==> src/rtl/tile_pkg.sv <==
// rtl/tile_pkg.sv - shared types and sizes for the tile ROM arbiter
package tile_pkg;
  localparam int ADDR_W       = 13;
  localparam int DATA_W       = 6;
  localparam int ROM_DEPTH    = 3072;
  localparam int STARVE_LIMIT = 8;

  typedef enum logic {
    PORT_D = 1'b0,
    PORT_A = 1'b1
  } port_e;

  typedef struct packed {
    logic              valid;
    port_e             port;
    logic              err;
    logic [DATA_W-1:0] data;
  } rsp_t;
endpackage

==> src/rtl/tile_rom_arbiter_if.sv <==
// rtl/tile_rom_arbiter_if.sv - requester, ROM and response signals of the tile ROM arbiter
interface tile_rom_arbiter_if import tile_pkg::*; ();
  logic              d_valid;
  logic [ADDR_W-1:0] d_addr;
  logic              d_ready;
  logic              a_valid;
  logic [ADDR_W-1:0] a_addr;
  logic              a_ready;
  logic [ADDR_W-1:0] rom_address;
  logic [DATA_W-1:0] rom_q;
  logic              rsp_valid;
  logic              rsp_port;
  logic [DATA_W-1:0] rsp_data;
  logic              rsp_err;

  modport slave (
    input  d_valid, d_addr, a_valid, a_addr, rom_q,
    output d_ready, a_ready, rom_address, rsp_valid, rsp_port, rsp_data, rsp_err
  );

  modport master (
    output d_valid, d_addr, a_valid, a_addr, rom_q,
    input  d_ready, a_ready, rom_address, rsp_valid, rsp_port, rsp_data, rsp_err
  );
endinterface

==> src/rtl/tile_rom_arbiter_grant_logic.sv <==
// rtl/tile_rom_arbiter_grant_logic.sv - priority / round-robin grant with starvation guard
module tile_grant_logic import tile_pkg::*; #(
  parameter int LIMIT = STARVE_LIMIT
) (
  input  logic i_clk,
  input  logic i_rst,
  input  logic i_blank,
  input  logic i_d_valid,
  input  logic i_a_valid,
  output logic o_grant_d,
  output logic o_grant_a
);
  localparam int CNT_W = $clog2(LIMIT + 1);

  logic [CNT_W-1:0] r_starve_cnt;
  port_e            r_last_grant;
  logic             w_starved;
  logic             w_rr_a;

  assign w_starved = (r_starve_cnt == CNT_W'(LIMIT));
  // Round-robin only applies during blanking; active video favours the display.
  assign w_rr_a    = !i_blank && (r_last_grant == PORT_D);

  assign o_grant_a = i_a_valid && (!i_d_valid || w_starved || w_rr_a);
  assign o_grant_d = i_d_valid && !o_grant_a;

  always_ff @(posedge i_clk or posedge i_rst) begin
    if (i_rst) begin
      r_starve_cnt <= '0;
      r_last_grant <= PORT_A;
    end else begin
      if (o_grant_a) begin
        r_starve_cnt <= '0;
        r_last_grant <= PORT_A;
      end else begin
        if (i_a_valid && !w_starved)
          r_starve_cnt <= r_starve_cnt + 1'b1;
        if (o_grant_d)
          r_last_grant <= PORT_D;
      end
    end
  end
endmodule

==> src/rtl/tile_rom_arbiter.sv <==
// rtl/tile_rom_arbiter.sv - two-port tile ROM arbiter with a fixed 2-cycle tagged read pipeline
module tile_rom_arbiter import tile_pkg::*; (
  input  logic               i_vga_clk,
  input  logic               i_reset,
  input  logic               i_blank,
  tile_rom_arbiter_if.slave  bus
);
  logic              w_grant_d;
  logic              w_grant_a;
  logic              w_accept;
  logic [ADDR_W-1:0] w_addr;
  logic              w_err;

  logic              r_v1, r_v2;
  port_e             r_tag1, r_tag2;
  logic              r_err1, r_err2;
  logic [ADDR_W-1:0] r_rom_address;
  rsp_t              r_rsp;

  tile_grant_logic u_grant (
    .i_clk     (i_vga_clk),
    .i_rst     (i_reset),
    .i_blank   (i_blank),
    .i_d_valid (bus.d_valid),
    .i_a_valid (bus.a_valid),
    .o_grant_d (w_grant_d),
    .o_grant_a (w_grant_a)
  );

  assign w_accept = w_grant_d || w_grant_a;
  assign w_addr   = w_grant_a ? bus.a_addr : bus.d_addr;
  assign w_err    = (w_addr >= ADDR_W'(ROM_DEPTH));

  always_ff @(posedge i_vga_clk or posedge i_reset) begin
    if (i_reset) begin
      r_rom_address <= '0;
      r_v1          <= 1'b0;
      r_tag1        <= PORT_D;
      r_err1        <= 1'b0;
      r_v2          <= 1'b0;
      r_tag2        <= PORT_D;
      r_err2        <= 1'b0;
      r_rsp         <= '0;
    end else begin
      r_v1 <= w_accept;
      if (w_accept) begin
        r_rom_address <= w_addr;
        r_tag1        <= w_grant_a ? PORT_A : PORT_D;
        r_err1        <= w_err;
      end
      r_v2      <= r_v1;
      r_tag2    <= r_tag1;
      r_err2    <= r_err1;
      r_rsp.valid <= r_v2;
      // Port, error and data are held between responses.
      if (r_v2) begin
        r_rsp.port <= r_tag2;
        r_rsp.err  <= r_err2;
        r_rsp.data <= r_err2 ? '0 : bus.rom_q;
      end
    end
  end

  assign bus.d_ready     = w_grant_d;
  assign bus.a_ready     = w_grant_a;
  assign bus.rom_address = r_rom_address;
  assign bus.rsp_valid   = r_rsp.valid;
  assign bus.rsp_port    = r_rsp.port;
  assign bus.rsp_data    = r_rsp.data;
  assign bus.rsp_err     = r_rsp.err;
endmodule

==> src/flat_wrapper.sv <==
// flat-port wrapper written by rule: the top's interface ports become plain ports
module tile_rom_arbiter_flat import tile_pkg::*;
  (i_vga_clk, i_reset, i_blank, bus_d_valid, bus_d_addr, bus_a_valid, bus_a_addr, bus_rom_q, bus_d_ready, bus_a_ready, bus_rom_address, bus_rsp_valid, bus_rsp_port, bus_rsp_data, bus_rsp_err);
  tile_rom_arbiter_if bus_i ();
  input  logic i_vga_clk;
  input  logic i_reset;
  input  logic i_blank;
  input wire logic [$bits(bus_i.d_valid)-1:0] bus_d_valid;
  input wire logic [$bits(bus_i.d_addr)-1:0] bus_d_addr;
  input wire logic [$bits(bus_i.a_valid)-1:0] bus_a_valid;
  input wire logic [$bits(bus_i.a_addr)-1:0] bus_a_addr;
  input wire logic [$bits(bus_i.rom_q)-1:0] bus_rom_q;
  output wire logic [$bits(bus_i.d_ready)-1:0] bus_d_ready;
  output wire logic [$bits(bus_i.a_ready)-1:0] bus_a_ready;
  output wire logic [$bits(bus_i.rom_address)-1:0] bus_rom_address;
  output wire logic [$bits(bus_i.rsp_valid)-1:0] bus_rsp_valid;
  output wire logic [$bits(bus_i.rsp_port)-1:0] bus_rsp_port;
  output wire logic [$bits(bus_i.rsp_data)-1:0] bus_rsp_data;
  output wire logic [$bits(bus_i.rsp_err)-1:0] bus_rsp_err;
  assign bus_i.d_valid = bus_d_valid;
  assign bus_i.d_addr = bus_d_addr;
  assign bus_i.a_valid = bus_a_valid;
  assign bus_i.a_addr = bus_a_addr;
  assign bus_i.rom_q = bus_rom_q;
  assign bus_d_ready = bus_i.d_ready;
  assign bus_a_ready = bus_i.a_ready;
  assign bus_rom_address = bus_i.rom_address;
  assign bus_rsp_valid = bus_i.rsp_valid;
  assign bus_rsp_port = bus_i.rsp_port;
  assign bus_rsp_data = bus_i.rsp_data;
  assign bus_rsp_err = bus_i.rsp_err;
  tile_rom_arbiter u_core (.i_vga_clk(i_vga_clk), .i_reset(i_reset), .i_blank(i_blank), .bus(bus_i));
endmodule
==> config.mk <==
export PLATFORM = sky130hd
export DESIGN_NAME = tile_rom_arbiter_flat
export DESIGN_NICKNAME = d
export VERILOG_FILES = /design/src/rtl/tile_pkg.sv /design/src/rtl/tile_rom_arbiter_if.sv /design/src/rtl/tile_rom_arbiter_grant_logic.sv /design/src/rtl/tile_rom_arbiter.sv /design/src/flat_wrapper.sv
export SDC_FILE = /design/constraint.sdc
export NUM_CORES = 1
export LEC_CHECK = 0
export BUFFER_PORTS_ARGS = -buffer_cell sky130_fd_sc_hd__buf_2
export CORE_UTILIZATION = 25
export DETAILED_ROUTE_END_ITERATION = 16
export PLACE_DENSITY = 0.58
export SLEW_MARGIN = 25
export SYNTH_ARGS = -nofsm -noshare
export SYNTH_HDL_FRONTEND = slang
export SYNTH_HIERARCHICAL = 1
export SYNTH_SLANG_ARGS = --single-unit
==> constraint.sdc <==
create_clock -name i_vga_clk -period 1.7 [get_ports i_vga_clk]
set_clock_uncertainty 0.05 [all_clocks]
set_input_delay 0.34 -clock i_vga_clk [delete_from_list [all_inputs] [get_ports i_vga_clk]]
set_output_delay 0.34 -clock i_vga_clk [all_outputs]
set_load 0.02 [all_outputs]
==> flow_metrics.py <==
metrics = {
    "die": {
        "die-height_um": 77.8,
        "placement_rows": 27,
        "floorplan.die_area_mm2": 0.00606,
        "chipWidth_um": 77.8,
        "initial_utilization_pct": 25.9,
        "top_level_ports": 61,
        "placeable_core_region_mm2": 0.00554,
    },
    "global_route": {
        "busiest_layer": "met2",
        "grtUsageMet1_pct": 13.2,
        "grt_usage_pct": 11.3,
        "groute.layer.met3.usage_pct": 4.24,
        "antenna_found_initial": 0,
        "grt_pass1_vias": 1195,
        "maximum_number_of_pins_on_one_net_before_global_route_repair": 29,
        "grt_pass1_wl_um": 5260,
        "gr-usage-met2_pct": 18.7,
        "remaining_global_route_overflow": 0,
    },
    "clock_network": {
        "cts_sinks": 33,
        "tritoncts_buffer_count": 5,
        "clock_path_buffers": 2,
        "tritoncts": "built",
        "clk_pin_slew_worst_paths_ns": 0.07,
        "htree_levels": 2,
        "cts-root-buf": "sky130_fd_sc_hd__clkbuf_8",
        "clk_latency_ns": 0.28,
    },
    "detailed_routing": {
        "wirelength_um": 3120,
        "drt-wirelength-per-cell_um": 10.9,
        "viasPerCell": 4.21,
        "drt_pre_antenna_iters": 3,
        "post-route-drc-count": 0,
        "antenna_left": 0,
        "detail_route.iter0.violations": 20,
        "detailroute.via_count": 1205,
    },
    "critical_path": {
        "critical_path.endpoint_type": "output pin",
        "setup.worst_path.class": "reg -> out",
        "regToRegStartpoint": "u_core/u_grant/r_starve_cnt[0]",
        "cp-start-kind": "register",
        "worst-endpoint-required_ns": 1.31,
        "crit_arrival_ns": 1.54,
        "worst-path-max-fanout": 2,
        "r2r_slack_ns": -0.18,
        "critical_path.startpoint": "u_core/u_grant/r_starve_cnt[0]",
    },
    "timing": {
        "period_needed_ns": 1.93,
        "setup_ws_ns": -0.225,
        "final_min_period_over_clock_period_pct": 113,
        "finalHoldViolCount": 0,
        "timing_worst_slew_pin_value_ns": 0.363,
        "rsz0062_at_grt": "true",
        "drv_slew": 0,
        "relative_slew_margins_pct": 75.8,
        "setup_viol_count_final": 18,
        "fmaxAchievable_mhz": 519,
        "hold_ws_ns": 0.196,
    },
    "cells_and_area": {
        "seqCellArea_um2": 827,
        "layout-drive-gt1-share_pct": 46.7,
        "area_growth_pct": 47.9,
        "diodes": 0,
        "postLayoutCoreUtil_pct": 38.4,
        "final_net_count": 252,
        "finalInstanceArea_mm2": 0.00213,
        "nFillCells": 594,
        "area_of_the_multi_input_gates_um2": 557,
    },
    "synthesis": {
        "yosysMostFrequentCell": "sky130_fd_sc_hd__dfrtp_1",
        "syn_area_mm2": 0.00144,
        "synth_cell_types": 30,
        "post_synth_most_frequent_cells": "sky130_fd_sc_hd__dfrtp_1, sky130_fd_sc_hd__nand2_1, sky130_fd_sc_hd__mux2i_1, sky130_fd_sc_hd__o21ai_0, sky130_fd_sc_hd__inv_1",
        "synth.yosys.seq_area_share_pct": 57.5,
        "synth-edff-count": 0,
        "synth_instances": 134,
        "synth_ff_type": "sky130_fd_sc_hd__dfrtp_1",
        "net_count_after_synthesis": 173,
        "avgSynthCellArea_um2": 10.7,
        "fraction_of_synthesis_flops_using_an_asynchronous_set_or_reset_pin_pct": 100,
        "synth_seq_cells": 33,
        "synth_warnings": 6,
        "synth_top_cells_by_area": "sky130_fd_sc_hd__dfrtp_1, sky130_fd_sc_hd__mux2i_1, sky130_fd_sc_hd__nand2_1",
        "synthDominantAreaCellType": "sky130_fd_sc_hd__dfrtp_1",
        "yosysTopAreaCellShare_pct": 55.7,
    },
    "placed_design": {
        "dpl_cell_area_mm2": 0.00192,
        "io_buffer_count": 60,
        "preCtsSetupSlack_ns": -0.126,
        "replace_congestion": 0.727,
        "post-dp-hpwl_um": 2220,
    },
    "outcome": {
        "violations": "negative setup slack",
        "outcome": "finished with violations",
    },
    "pwr": {
        "ir_drop_mv": 0.419,
        "power_density_mw_per_mm2": 994,
        "leakage_power_nw": 1.06,
    },
    "hold_path": {
        "hold_class": "in -> reg",
        "timing.hold.worst.start": "bus_d_valid",
    },
    "job": {
        "cap_violations": 0,
    },
}
state kept, by name, indices dropped and copies added, names as in the netlist:
register	flops
u_core/r_tag1	1
u_core/r_v1	1
u_core/bus.rsp_err	1
u_core/u_grant/r_starve_cnt	4
u_core/r_v2	1
u_core/bus.rsp_valid	1
u_core/r_tag2	1
u_core/r_err2	1
u_core/bus.rom_address	13
u_core/u_grant/r_last_grant	1
u_core/bus.rsp_data	6
u_core/r_err1	1
u_core/bus.rsp_port	1
worst max-delay path: stages, from the launching register on:
cell and delay (ns):
sky130_fd_sc_hd__dfrtp_1 0.37, sky130_fd_sc_hd__inv_2 0.04, sky130_fd_sc_hd__ha_2 0.16, sky130_fd_sc_hd__and3b_1 0.17, sky130_fd_sc_hd__or2_4 0.24, sky130_fd_sc_hd__a21boi_4 0.14, sky130_fd_sc_hd__buf_6 0.13
routing by layer:
layer	part of all wire (%)	wire (µm)
met4	0.93	29
met2	48	1490
met1	44	1380
met3	7.2	226
met5	0	0
power breakdown:
| group | switching [mW] | leakage (nW) | internal, mW |
|---|---|---|---|
| combinational | 0.281 | 0.604 | 0.240 |
| sequential | 0.0566 | 0.402 | 0.891 |
| clock | 0.277 | 0.0542 | 0.366 |
path summary, 6_finish.rpt:
check / to / cells after the start
worst max-delay path: bus_d_ready / 6
worst min-delay path: u_core/u_grant/r_last_grant / 2
worst max register to register: u_core/bus.rom_address[3] / 9
worst min register to register: u_core/r_v2 / 0
max in group asynchronous: u_core/bus.rom_address[5] / 4
min in group asynchronous: u_core/u_grant/r_starve_cnt[1] / 3
cell usage in the layout (no fill, tap or decap):
| cell type | Yosys | layout |
|---|---|---|
| sky130_fd_sc_hd__buf_12 | 1 | 3 |
| sky130_fd_sc_hd__or2_4 | 0 | 1 |
| sky130_fd_sc_hd__o21ai_0 | 12 | 6 |
| sky130_fd_sc_hd__clkinv_2 | 0 | 1 |
| sky130_fd_sc_hd__a32o_1 | 1 | 1 |
| sky130_fd_sc_hd__inv_1 | 11 | 9 |
| sky130_fd_sc_hd__nor4_1 | 2 | 2 |
| sky130_fd_sc_hd__a311o_1 | 1 | 1 |
| sky130_fd_sc_hd__and3b_1 | 1 | 1 |
| sky130_fd_sc_hd__o21ai_2 | 1 | 1 |
| sky130_fd_sc_hd__ha_2 | 0 | 1 |
| sky130_fd_sc_hd__buf_2 | 1 | 58 |
| sky130_fd_sc_hd__nor2_4 | 0 | 2 |
| sky130_fd_sc_hd__clkbuf_8 | 0 | 7 |
| sky130_fd_sc_hd__a21o_1 | 2 | 2 |
| sky130_fd_sc_hd__or2_2 | 1 | 1 |
| sky130_fd_sc_hd__mux2i_1 | 13 | 11 |
| sky130_fd_sc_hd__buf_4 | 0 | 13 |
| sky130_fd_sc_hd__nand2_1 | 22 | 22 |
| sky130_fd_sc_hd__mux2_2 | 2 | 2 |
| sky130_fd_sc_hd__o22ai_1 | 3 | 3 |
| sky130_fd_sc_hd__mux2i_2 | 0 | 2 |
| sky130_fd_sc_hd__nor2b_1 | 2 | 2 |
| sky130_fd_sc_hd__and2b_1 | 1 | 1 |
| sky130_fd_sc_hd__o21a_1 | 1 | 1 |
| sky130_fd_sc_hd__a21oi_1 | 3 | 3 |
| sky130_fd_sc_hd__inv_2 | 1 | 3 |
| sky130_fd_sc_hd__a21boi_4 | 0 | 1 |
| sky130_fd_sc_hd__ha_1 | 2 | 1 |
| sky130_fd_sc_hd__dfrtp_1 | 32 | 32 |
| sky130_fd_sc_hd__clkbuf_16 | 0 | 1 |
| sky130_fd_sc_hd__o21ai_1 | 7 | 13 |
| sky130_fd_sc_hd__dlygate4sd3_1 | 0 | 1 |
| sky130_fd_sc_hd__dfstp_2 | 1 | 1 |
| sky130_fd_sc_hd__nor2_1 | 3 | 1 |
| sky130_fd_sc_hd__buf_6 | 1 | 2 |
| sky130_fd_sc_hd__nand3_1 | 1 | 1 |
final cells by class:
type                            instances  area share (%)
Inverter                               12            2.12
Clock buffer                            7            4.53
Clock inverter                          1           0.235
Multi-Input combinational cell         83            26.2
Timing Repair Buffer                   78            23.8
Tap cell                               72            4.24
Sequential cell                        33            38.9
cells by family after synthesis:
logic type / synth area share (%)
AO/OA/AOI/OAI: 13.1
buffers and inverters: 6.44
AND/OR/NAND/NOR: 10.6
multiplexers: 10.6
flip-flops: 57.5
adder cells (fa/ha/maj): 1.74
through the flow:
stage                     total power, mW  cells  setup TNS, ns
after floorplan                      1.25    134          -3.18
after global placement               1.44    271         -0.741
after detailed placement             1.45    271          -1.60
after CTS                            2.14    285          -3.01
after global routing                 2.25    286          -4.39
final                                2.11    286          -2.63
repair_timing:
action / 4_1_cts / 5_1_grt
buffers inserted: 5 / 0
hold endpoints to repair: 4 / 0
pin swaps: 4 / 1
hold buffers: 1 / 0
resized for setup: 9 / 3
gates cloned: 0 / 1
endpoints found under the setup margin: 17 / 18
(Power assumes the default switching activity.)
